<file path="src/rtl/combi_mac_pipe.sv">
// combi_mac_pipe: two-stage pipelined a*b+c / accumulate MAC with valid
// tagging, optional saturation and an overflow flag.
//
// Ports:
//   clk        rising-edge clock
//   rst        synchronous reset, active low
//   in_valid   operands valid this cycle
//   mode       0: result = a*b + c, 1: result += a*b
//   clr        clear accumulator, carried down the pipeline with the operands
//   a, b       unsigned multiplicand / multiplier
//   c          unsigned addend, ignored in mode 1
//   out_valid  result was updated on the last edge
//   ovf        the sum overflowed RES_W bits; gated low unless out_valid is 1
//   result     registered result, which is also the accumulator
module combi_mac_pipe #(
    parameter int A_W   = 4,
    parameter int B_W   = 4,
    parameter int C_W   = 8,
    parameter int RES_W = 8,
    parameter bit SAT   = 1'b0
) (
    input  logic             clk,
    input  logic             rst,
    input  logic             in_valid,
    input  logic             mode,
    input  logic             clr,
    input  logic [A_W-1:0]   a,
    input  logic [B_W-1:0]   b,
    input  logic [C_W-1:0]   c,
    output logic             out_valid,
    output logic             ovf,
    output logic [RES_W-1:0] result
);

    localparam int P_W = A_W + B_W;

    typedef struct packed {
        logic           valid;
        logic           mode;
        logic           clr;
        logic [A_W-1:0] a;
        logic [B_W-1:0] b;
        logic [C_W-1:0] c;
    } s1_t;

    s1_t          s1;
    logic         ovf_q;

    logic [P_W-1:0]   prod;
    logic [RES_W:0]   prod_x;
    logic [RES_W:0]   c_x;
    logic [RES_W:0]   acc_x;
    logic [RES_W:0]   sum;
    logic [RES_W-1:0] res_next;

    // Both operands are widened to the full product width before the
    // multiply so the product cannot be truncated.
    assign prod   = {{B_W{1'b0}}, s1.a} * {{A_W{1'b0}}, s1.b};
    assign prod_x = {{(RES_W + 1 - P_W){1'b0}}, prod};
    assign c_x    = {{(RES_W + 1 - C_W){1'b0}}, s1.c};

    // Accumulation feeds back the registered result, so back-to-back
    // mode-1 samples chain without a forwarding path.
    assign acc_x  = s1.clr ? '0 : {1'b0, result};

    always_comb begin
        sum = '0;
        unique case (1'b1)
            !s1.mode: sum = prod_x + c_x;
            s1.mode:  sum = acc_x + prod_x;
            default:  sum = '0;
        endcase
    end

    assign res_next = (SAT && sum[RES_W]) ? '1 : sum[RES_W-1:0];

    always_ff @(posedge clk) begin
        if (!rst) begin
            s1        <= '0;
            result    <= '0;
            out_valid <= 1'b0;
            ovf_q     <= 1'b0;
        end else begin
            s1.valid  <= in_valid;
            s1.mode   <= mode;
            s1.clr    <= clr;
            s1.a      <= a;
            s1.b      <= b;
            s1.c      <= c;
            out_valid <= s1.valid;
            if (s1.valid) begin
                result <= res_next;
                ovf_q  <= sum[RES_W];
            end else if (s1.clr) begin
                // A bubble carrying clr still resets the accumulator.
                result <= '0;
                ovf_q  <= 1'b0;
            end
        end
    end

    // The flag register holds across bubbles; the port only shows it
    // alongside a fresh result.
    assign ovf = ovf_q & out_valid;

endmodule

</file>
<file path="config.mk">
export PLATFORM = sky130hd
export DESIGN_NAME = combi_mac_pipe
export DESIGN_NICKNAME = d
export VERILOG_FILES = /design/src/rtl/combi_mac_pipe.sv
export SDC_FILE = /design/constraint.sdc
export NUM_CORES = 1
export LEC_CHECK = 0
export CELL_PAD_IN_SITES_DETAIL_PLACEMENT = 0
export CELL_PAD_IN_SITES_GLOBAL_PLACEMENT = 2
export CORE_ASPECT_RATIO = 0.8
export CORE_UTILIZATION = 29
export DETAILED_ROUTE_END_ITERATION = 10
export PLACE_DENSITY_LB_ADDON = 0.1
export SLEW_MARGIN = 20
export SYNTH_ARGS = -nofsm -noshare
export SYNTH_HDL_FRONTEND = slang
export SYNTH_SLANG_ARGS = --single-unit
</file>
<file path="constraint.sdc">
create_clock -name clk -period 3.5 [get_ports clk]
set_input_delay 1.05 -clock clk [delete_from_list [all_inputs] [get_ports clk]]
set_output_delay 1.05 -clock clk [all_outputs]
set_load 0.05 [all_outputs]
</file>
# == Yosys cells after proc, flatten, opt, wreduce, memory -nomap -nowiden ==
# Cells that the tools add are included.
# word_totals
out_inout_bits,10
n_memories,0
mem_bits_rw,0
latchBits,0
reg_bits,29
inputBits,21
wordCells,21
romBits,0
# op_classes
shifts,0
n_lt_le_gt_ge,0
n_mux,6
multipliers,1
n_reduce_logical,2
bitwise_logic,1
div_mod_pow,0
add_sub_neg,2
n_eq_ne,0
# ops
operator,n
two-way mux 8 bit,3
adder 8 x 8 -> 9 bit,2
case mux 9 bit (2 select lines),1
multiplier 4 x 4 -> 8 bit,1
two-way mux 1 bit,2
nonzero test 2 bit,1
bitwise AND 1 bit,1
logical NOT 1 bit,1

# == Depth between registers and ports, before layout ==
# Gate-level depths: netlist of run 1.
# depth
word_depth,4
depth_mapped,15
depth_no_buf,15

# == Worst setup path after synthesis of run 1 ==
# OpenSTA, ideal clock, no wires.
# synth_timing
path_kind,flip-flop to flip-flop
startpoint,register s1[12] (netlist name)
endpoint,register result[6]
path_buffers,0
setup_slack_ps,25
t_required_ps,3378
path_stages_with_launch,13
setup_time_ps,122
arrival_ps,3354
synth_period_minus_slack_ps,3475
path_cell_list,dfxtp_1 > nand2_1 > fa_1 > inv_1 > fa_1 > inv_1 > fa_1 > xnor2_1 > ha_1 > a21o_1 > a221oi_2 > nor4b_1 > a221o_1
# synth_via
elab_chain_len,4
word_cells_on_any_way,5
cone_classes,2 x add/sub; 1 x mul; 2 x mux
# synth_lines
item,line,text
from (decl),46,s1_t s1;
multiplier 4 x 4 -> 8 bit (*),58,"assign prod = {{B_W{1'b0}}, s1.a} * {{A_W{1'b0}}, s1.b};"
"adder 8 x 8 -> 9 bit, on equally long branches","70, 69",
case mux 9 bit (2 select lines) (*),68,unique case (1'b1)
two-way mux 8 bit (*),91,if (s1.valid) begin
to (signal assigned),92,result <= res_next;
to (decl),32,output logic [RES_W-1:0] result
# Mark *: on every way between the ends. The rest lies on a longest branch, timed or not.
# A chain may end at the register's enable or synchronous reset.

# == Worst setup path in the final report of run 1 ==
# layout_timing
startpoint,register s1[11] (netlist name)
endpoint,register result[7]
# Same word-level chain as after synthesis.

==> results of run 1 <==
## layout by cell type (no fill, tap or decap), drive strengths merged, types with 4 or more instances in the layout
master and instances:
ha 20, nor2b 10, clkdlybuf4s50 30, clkbuf 6
fa 5, a21oi 11, nand2 9, nand3 4
nor2 6, buf 15, xnor2 5, dfxtp 29
inv 10, and2 34, mux2 5, a31o 6
## power by group through the flow
stage / Combinational (mW) / Sequential, mW / Clock [mW]
2_1_floorplan: 0.0779 / 0.378 / 0
3_3_place_gp: 0.154 / 0.367 / 0
3_5_place_dp: 0.156 / 0.367 / 0
4_1_cts: 0.165 / 0.360 / 0.385
5_1_grt: 0.186 / 0.363 / 0.402
6_report: 0.170 / 0.361 / 0.371
## final cells by class
type / instances / area (sq um)
flip-flops and latches: 29 / 587
clock buffers: 6 / 82.6
multi-input cells: 142 / 1150
well taps: 78 / 97.6
repair buffers: 45 / 420
fillers: 580 / 3230
inverters: 10 / 37.5
clock inverters: 2 / 37.5
## per-stage QoR
step	setup TNS [ns]	std cells	cell area (sq um)	setup slack, ns
3_3_place_gp	-0.176	300	2220	-0.0746
5_1_grt	-0.459	312	2420	-0.167
6_report	0	312	2420	0.0359
3_5_place_dp	-0.372	300	2220	-0.171
4_1_cts	0	309	2380	0.0127
2_1_floorplan	0	186	1760	0.0246
## worst max-delay path: stages (launching register included)
cell and delay [ns]:
dfxtp_2 0.35, nand2_2 0.06, fa_1 0.53, inv_1 0.05
fa_1 0.46, ha_1 0.31, a21oi_2 0.16, buf_4 0.13
o211ai_1 0.07, a21oi_1 0.18, xnor2_1 0.18, ha_1 0.31
xor2_1 0.15, nand2_1 0.07, a21oi_1 0.08, mux2_2 0.28
## registers in the layout, indices dropped and copies added (netlist names)
name       flops
c_x            8
out_valid      1
result         8
ovf_q          1
s1            11
## routing by layer
metal / wire length [um] / vias up / part of all wire
met5: 0 / - / 0
met4: 48 / 0 / 0.011
met3: 145 / 5 / 0.034
met2: 1710 / 24 / 0.40
met1: 2340 / 653 / 0.55
li1: - / 729 / -
## path summary, 6_finish.rpt
path	slack, ns	to
max	0.04	result[7]$_SDFFE_PN0P_
min reg2reg	0.54	result[5]$_SDFFE_PN0P_
max reg2reg	0.04	result[7]$_SDFFE_PN0P_
min	0.54	result[5]$_SDFFE_PN0P_
## logic make-up after synthesis
group | Yosys count | synth area share
AOI/OAI and AO/OA | 30 | 0.122
xor gates and xnor gates | 7 | 0.0349
DFF | 29 | 0.330
and+or+nand+nor | 75 | 0.248
adders and majority gates | 25 | 0.199
buffers and inverters | 15 | 0.0335
muxes | 5 | 0.0320
## timing repair
| action | 4_1_cts | 5_1_grt |
|---|---|---|
| setup endpoints to repair | 3 | 3 |
| buffers inserted | 1 | 3 |
| hold endpoints to repair | 0 | 0 |
| resized for setup | 8 | 6 |
| pin swaps | 10 | 7 |
==> out/qor.yml, run 1 <==
clock_network:
  path_clk_slew_ns: 0.07
  clockBufferDepth: 2
  insertion_delay_ns: 0.29
  root_buffer: "clkbuf_8"
  clock-sinks: 29
  hold_buffers: 0
  cts_buffers: 5
  cts_tree: "built"
  cts_max_level: 2
logic_synthesis:
  synthCells: 186
  ys_top_cells_by_area: "dfxtp_1 33%, ha_1 14%, and2_1 12%, fa_1 5.7%, nor2b_1 3.6%"
  avgSynthCellArea_sq_um: 9.45
  async_reset_ff_frac: 0
  syn_nets: 232
  synth_ff_type: "dfxtp_1"
  yosysSeqAreaShare: 0.330
  synth_top_cell_by_area: "dfxtp_1"
  synthTopCellsByCount: "34 x and2_1, 29 x dfxtp_1, 20 x ha_1"
  synthesis.area_sq_um: 1760
  yosysMostFrequentCell: "and2_1"
  yosysTopAreaCellShare: 0.330
  yosysWarnings: 0
  synth-seq-cells: 29
  synthDistinctLibCells: 32
  synth_edf_count: 0
grt:
  grt_util_met2: 0.214
  grt_busiest_layer: "met1"
  grt_pass1_vias: 1444
  grt_max_degree: 23
  grt_pass1_wl_um: 6990
  antenna_found_initial: 0
  grt_overflow_total: 0
  grt_use_met1: 0.216
  met3_usage: 0.0415
  gr-usage-all-layers: 0.149
timing:
  worst_pin_slew_ns: 0.686
  fin_crit_sh: 0.990
  rsz0062_at_grt: "true"
  layout_min_cycle_time_ns: 3.46
  drv_slew: 0
  setup_viol: 0
  finalHoldViolations: 0
  slew_headroom: 0.542
  fmax_ghz: 0.289
  hold_slack_ns: 0.538
  finalClockSkew_ns: 0.00661
floorplan:
  start_util: 0.311
  core_sq_um: 5650
  ios: 31
  rows: 24
  die_h_um: 71.6
  dieArea_sq_um: 6380
  chipWidth_um: 89.0
worst_hold_path:
  worstHoldStart: "result[5]$_SDFFE_PN0P_"
  holdPathStages: 2
  hp-class: "flip-flop to flip-flop"
detailed_routing:
  drt_wl_total_um: 4240
  first_iter_violations: 71
  detail_route.wl_per_cell_um: 13.6
  viasPerCell: 4.52
  route.detailed.drc: 0
  ant_nets: 0
  vias: 1411
  firstDrtPassIters: 4
power_and_ir_drop:
  seq_power_share: 0.400
  peakVddDrop_mv: 0.144
  p_int_mw: 0.668
  p_clk_frac: 0.411
  swShare: 0.260
  power_density_nw_per_um2: 373
  p_sw_mw: 0.235
  pwr-share-comb: 0.189
  p_leak_nw: 1.08
  finalPower_mw: 0.902
worst_setup_path:
  worstSetupStartpointType: "flip-flop"
  worstSetupPathType: "flip-flop to flip-flop"
  reg2reg_depth: 15
  cp_max_fo: 4
  required_ns: 3.67
  cp.arrival_ns: 3.63
  critPathLaunch: "s1[11]$_SDFF_PN0_"
  endpoint_kind: "flip-flop"
  r2r-start: "s1[11]$_SDFF_PN0_"
cells_and_area:
  num_antenna_cells: 0
  final_layout_size_suffix_gt1_frac: 0.197
  final_nets: 279
  post-route-util: 0.428
  area_growth_pct: 37.5
flow_run:
  cap_violations: 0
placed_design:
  port_buffers: 30
  dp_hpwl_um: 3110
  gp_congestion: 0.783
run_status:
  status: "completed"
Note: power is estimated with default switching activity, not from simulation.
==> run 2, diff against run 1 <==
SKIP_CTS_REPAIR_TIMING = 1   (was default)
==> run 2 against run 1 <==
Compared with the run above:
- the run now ends with negative setup slack left
- maximum frequency down 1.3%
- sequential power is essentially flat
- flip-flop and latch count unchanged
- hold slack lost 0.00098 ns
- critical path depth shrank 1
- core utilization shrank 0.20 points
- critical path type unchanged
- largest cell class unchanged
==> out/qor.yml, run 2 (synthesis results as in run 1) <==
run_status:
  status: "complete, but fails checks"
  violations: "negative setup slack"
cells_and_area:
  top_register: "s1"
  final_common_cell: "and2_1"
  area_growth_pct: 36.9
  final_nets: 278  # -0.36%
  final_cell_mix: "34 x and2_1, 30 x clkdlybuf4s50_1, 24 x dfxtp_1"
  final_layout_size_suffix_gt1_frac: 0.193  # -0.00345
  largest_reg_flops: 11  # unchanged
  num_antenna_cells: 0  # unchanged
timing:
  setup_viol: 1  # +1
  fin_crit_sh: 1.00  # +0.0130
  rsz0062_at_grt: "true"
  finalClockSkew_ns: 0.00555  # -0.00106 ns
  slew_headroom: 0.578  # +0.0362
  hold_slack_ns: 0.537  # -0.000984 ns
  worst_pin_slew_ns: 0.632  # -0.0542 ns
  drv_slew: 0  # unchanged
  finalHoldViolations: 0  # unchanged
  fmax_ghz: 0.285  # -1.3%
  worst_slack_ns: -0.00944  # -0.0454 ns
  layout_min_cycle_time_ns: 3.51  # +0.0454 ns
worst_setup_path:
  rrSetupSlack_ns: -0.009  # -0.05 ns
  required_ns: 3.67  # about the same
  reg2reg_depth: 14  # -1
  cpLargestDelayFamily: "adder cells"
  slowest_delay_ns: 0.53  # about the same
  endpoint_kind: "flip-flop"
  worst-path-buf-inv: 1  # -1
  critPathSlowestCell: "fa_1"
  worstSetupPathType: "flip-flop to flip-flop"
  crit_chain: "nand2_2 -> fa_1 -> inv_1 -> fa_1 -> ha_1 -> a21oi_2 -> nor2b_1 -> nor2_1 -> xnor2_1 -> ha_1 -> and3_4 -> a221oi_4 -> nor4b_2 -> a221o_1"
  r2r-start: "s1[11]$_SDFF_PN0_"
  cp_max_fo: 4  # unchanged
  worstSetupStartpointType: "flip-flop"
  worstReg2RegEnd: "result[6]$_SDFFE_PN0P_"
  cp.arrival_ns: 3.68  # +0.05 ns
grt:
  grt_max_degree: 23  # unchanged
  gr-usage-all-layers: 0.146  # -0.00366
  grt_pass1_vias: 1420  # -1.7%
  grt_pass1_wl_um: 6830  # -2.3%
  grt_overflow_total: 0  # unchanged
  antenna_found_initial: 0  # unchanged
clock_network:
  insertion_delay_ns: 0.28  # about the same
  cts_max_level: 2  # unchanged
  cts_tree: "built"
  root_buffer: "clkbuf_8"
  clock-sinks: 29  # unchanged
  path_clk_slew_ns: 0.07  # about the same
  cts_buffers: 5  # unchanged
  clockBufferDepth: 2  # unchanged
placed_design:
  port_buffers: 30  # unchanged
  dp_hpwl_um: 3110  # unchanged
  gp_congestion: 0.783  # unchanged
detailed_routing:
  vias: 1391  # -1.4%
  first_iter_violations: 51  # -28%
  wl_met1_um: 2330  # -0.56%
  highest_layer: "met4"
  firstDrtPassIters: 4  # unchanged
  ant_nets: 0  # unchanged
  detail_route.wl_per_cell_um: 13.5  # -0.72%
  viasPerCell: 4.47  # -1.1%
  routed-wl-met3_um: 134  # -7.6%
  route.met2.wl_um: 1690  # -1.2%
  drt_wl_total_um: 4200  # -1.0%
  route.detailed.drc: 0  # unchanged
floorplan:
  core_sq_um: 5650  # unchanged
  chipWidth_um: 89.0  # unchanged
  ios: 31  # unchanged
  rows: 24  # unchanged
  start_util: 0.311  # unchanged
  die_h_um: 71.6  # unchanged
  dieArea_sq_um: 6380  # unchanged
worst_hold_path:
  hp-class: "flip-flop to flip-flop"
  worstHoldStart: "result[5]$_SDFFE_PN0P_"
  holdPathStages: 2  # unchanged
  hold_end: "result[5]$_SDFFE_PN0P_"
power_and_ir_drop:
  p_leak_nw: 1.07  # -0.57%
  peakVddDrop_mv: 0.143  # -0.20%
  finalPower_mw: 0.897  # -0.54%
  power_density_nw_per_um2: 373  # about the same
flow_run:
  cap_violations: 0  # unchanged
## run 2: changes by cell type in the layout (fill, tap and decap cells not counted), sizes merged
cell  previous run  this run
buf             15        14
## run 2: stage by stage
step           setup TNS (ns)  setup WS, ns  instances  utilization  area [sq um]
4_1_cts                -0.454        -0.191        308        0.414          2340
5_1_grt                -0.496        -0.198        311        0.426          2410
6_report             -0.00944      -0.00944        311        0.426          2410
3_5_place_dp           -0.372        -0.171        300        0.393          2220
2_1_floorplan               0        0.0246        186            -          1760
3_3_place_gp           -0.176       -0.0746        300        0.393          2220
## run 2: how the worst max path moves through the flow
| stage | start | to | slack, ns | cells after the start |
|---|---|---|---|---|
| after CTS | s1[11]$_SDFF_PN0_ | result[6]$_SDFFE_PN0P_ | -0.19 | 12 |
| after global placement | s1[11]$_SDFF_PN0_ | result[7]$_SDFFE_PN0P_ | -0.07 | 14 |
| after detailed placement | s1[11]$_SDFF_PN0_ | result[6]$_SDFFE_PN0P_ | -0.17 | 12 |
| after floorplan | s1[12]$_SDFF_PN0_ | result[6]$_SDFFE_PN0P_ | 0.02 | 12 |
| final | s1[11]$_SDFF_PN0_ | result[6]$_SDFFE_PN0P_ | -0.009 | 14 |
| after global routing | s1[11]$_SDFF_PN0_ | result[6]$_SDFFE_PN0P_ | -0.20 | 14 |
## run 2: per-layer routing
metal,global-route usage,vias up
li1,-,725
met1,0.211,636
met2,0.206,25
met3,0.0415,5
met4,0.0476,0
met5,0,-
## run 2: layout make-up
type	count	area, sq um
Clock buffer	6	82.6
Clock inverter	2	37.5
Fill cell	579	3240
Inverter	10	37.5
Multi-Input combinational cell	142	1150
Sequential cell	29	587
Tap cell	78	97.6
Timing Repair Buffer	44	409
## run 2: where the power goes
group,switching (mW),internal (mW),leakage [nW]
Sequential,0.0132,0.347,0.241
Combinational,0.0799,0.0865,0.776
Clock,0.139,0.231,0.0574
Total,0.232,0.665,1.07
## run 2: worst min-delay path, stage by stage, from the launching register on
cell      delay (ns)
dfxtp_1         0.34
nand3_1         0.07
o211ai_1        0.08
==> run 3, diff against run 2 <==
SKIP_LAST_GASP = 1   (was default)
TNS_END_PERCENT = 5   (was default)
==> run 3 against run 2 <==
Compared with the run above:
- the run still ends with negative setup slack left
- global-route usage stayed put
- power is 0.34% lower
- sequential power hardly changed
- final cell count is 0.32% lower
- first-iteration DRC count is 16% lower
- core utilization is 0.31 points lower
- via count is 0.29% lower
- hold slack better by 0.0021 ns
- count of clock-buffer cells in the layout stayed put
- clock skew hardly changed
- largest cell class unchanged
- largest power group unchanged
==> out/qor.yml, run 3 (synthesis results as in run 1) <==
run_status:
  status: "complete, but fails checks"
  violations: "negative setup slack"
worst_setup_path:
  worstSetupStartpointType: "flip-flop"
  slowest_delay_ns: 0.53  # about the same
  cp.arrival_ns: 3.69  # about the same
  worstReg2RegEnd: "result[6]$_SDFFE_PN0P_"
  endpoint_kind: "flip-flop"
  critPathLaunch: "s1[11]$_SDFF_PN0_"
  cp_max_fo: 4  # unchanged
  rrSetupSlack_ns: -0.02  # about the same
  r2r-start: "s1[11]$_SDFF_PN0_"
  worstSetupPathType: "flip-flop to flip-flop"
  required_ns: 3.67  # about the same
  critPathSlowestCell: "fa_1"
  cpLargestDelayFamily: "adder cells"
  worst-path-buf-inv: 2  # +1
  crit_chain: "nand2_1 -> fa_1 -> inv_1 -> fa_1 -> ha_1 -> a21oi_2 -> nor2b_1 -> nor2_1 -> xnor2_1 -> ha_1 -> buf_4 -> a221oi_4 -> nor4b_2 -> a221o_1"
  reg2reg_depth: 14  # unchanged
worst_hold_path:
  hp-class: "flip-flop to flip-flop"
  hold_end: "result[5]$_SDFFE_PN0P_"
  holdPathStages: 2  # unchanged
  worstHoldStart: "result[5]$_SDFFE_PN0P_"
timing:
  worst_pin_slew_ns: 0.624  # -0.00821 ns
  layout_min_cycle_time_ns: 3.52  # +0.0115 ns
  setup_viol: 1  # unchanged
  worst_slack_ns: -0.0209  # -0.0115 ns
  fmax_ghz: 0.284  # -0.33%
  drv_slew: 0  # unchanged
  fin_crit_sh: 1.01  # +0.00328
  finalHoldViolations: 0  # unchanged
  finalClockSkew_ns: 0.00559  # +0.0000411 ns
  hold_slack_ns: 0.539  # +0.00206 ns
  slew_headroom: 0.584  # +0.00548
  rsz0062_at_grt: "true"
floorplan:
  ios: 31  # unchanged
  chipWidth_um: 89.0  # unchanged
  start_util: 0.311  # unchanged
  die_h_um: 71.6  # unchanged
  rows: 24  # unchanged
  core_sq_um: 5650  # unchanged
  dieArea_sq_um: 6380  # unchanged
cells_and_area:
  post-route-util: 0.423  # -0.00310
  top_register: "s1"
  largest_reg_flops: 11  # unchanged
  final_common_cell: "and2_1"
  final_cell_mix: "34 x and2_1, 30 x clkdlybuf4s50_1, 27 x dfxtp_1"
  final_nets: 277  # -0.36%
  fillerInstances: 577  # -0.35%
  num_antenna_cells: 0  # unchanged
  fin_cells: 310  # -0.32%
  area_growth_pct: 35.9
  final_layout_size_suffix_gt1_frac: 0.172  # -0.0207
clock_network:
  cts_buffers: 5  # unchanged
  clockBufferDepth: 2  # unchanged
  clock-sinks: 29  # unchanged
  cts_tree: "built"
  cts_max_level: 2  # unchanged
  root_buffer: "clkbuf_8"
  insertion_delay_ns: 0.28  # about the same
  path_clk_slew_ns: 0.07  # about the same
detailed_routing:
  drt_wl_total_um: 4180  # -0.52%
  route.detailed.drc: 0  # unchanged
  vias: 1387  # -0.29%
  viasPerCell: 4.47  # about the same
  ant_nets: 0  # unchanged
  detail_route.wl_per_cell_um: 13.5  # -0.20%
  firstDrtPassIters: 4  # unchanged
  first_iter_violations: 43  # -16%
placed_design:
  port_buffers: 30  # unchanged
  dp_hpwl_um: 3110  # unchanged
  place_ws_ns: -0.171  # unchanged
  gp_congestion: 0.783  # unchanged
  place_inst: 300  # unchanged
power_and_ir_drop:
  p_leak_nw: 1.07  # -0.69%
  power_density_nw_per_um2: 374  # +0.39%
  peakVddDrop_mv: 0.143  # about the same
grt:
  grt_pass1_vias: 1420  # unchanged
  grt_pass1_wl_um: 6830  # unchanged
  grt_max_degree: 23  # unchanged
  grt_overflow_total: 0  # unchanged
  antenna_found_initial: 0  # unchanged
  gr-usage-all-layers: 0.146  # unchanged
flow_run:
  cap_violations: 0  # unchanged
==> run 3: worst register-to-register path, delay by kind of cell, from the launching register on <==
kind / cells / cell delay [ns]
compound gates: 3 / 0.76
buf+inv: 2 / 0.21
xor+xnor: 1 / 0.16
fa+ha+maj: 4 / 1.58
flops: 1 / 0.34
simple gates: 4 / 0.36
==> run 3: per-layer routing <==
layer,track usage,wire (um),vias up
met5,0,0,-
met4,0.0476,48,0
met3,0.0415,152,5
met2,0.206,1670,26
met1,0.211,2310,633
li1,-,-,723
==> run 3: worst max path at each step <==
stage / endpoint / cells after the start
floorplan: result[6]$_SDFFE_PN0P_ / 12
global placement: result[7]$_SDFFE_PN0P_ / 14
detailed placement: result[6]$_SDFFE_PN0P_ / 12
CTS: result[6]$_SDFFE_PN0P_ / 12
global route: result[6]$_SDFFE_PN0P_ / 14
finish: result[6]$_SDFFE_PN0P_ / 14
==> run 3: where the power goes <==
group | leakage, nW | internal (mW) | switching (mW)
sequential | 0.240 | 0.347 | 0.0129
clock | 0.0574 | 0.231 | 0.139
combinational | 0.769 | 0.0846 | 0.0794
==> run 3: layout make-up <==
| type | instances | area, sq um | share of cell area |
|---|---|---|---|
| flip-flops and latches | 29 | 583 | 0.244 |
| clock inverters | 2 | 37.5 | 0.0157 |
| well taps | 78 | 97.6 | 0.0409 |
| inverters | 10 | 37.5 | 0.0157 |
| clock buffers | 6 | 82.6 | 0.0346 |
| multi-input cells | 142 | 1150 | 0.482 |
| repair buffers | 43 | 398 | 0.167 |
==> run 3: per-stage QoR <==
stage / instance area [sq um] / power, mW / setup TNS (ns)
6_report: 2390 / 0.894 / -0.0209
3_3_place_gp: 2220 / 0.522 / -0.176
5_1_grt: 2390 / 0.945 / -0.598
3_5_place_dp: 2220 / 0.524 / -0.372
2_1_floorplan: 1760 / 0.456 / 0
4_1_cts: 2340 / 0.903 / -0.454
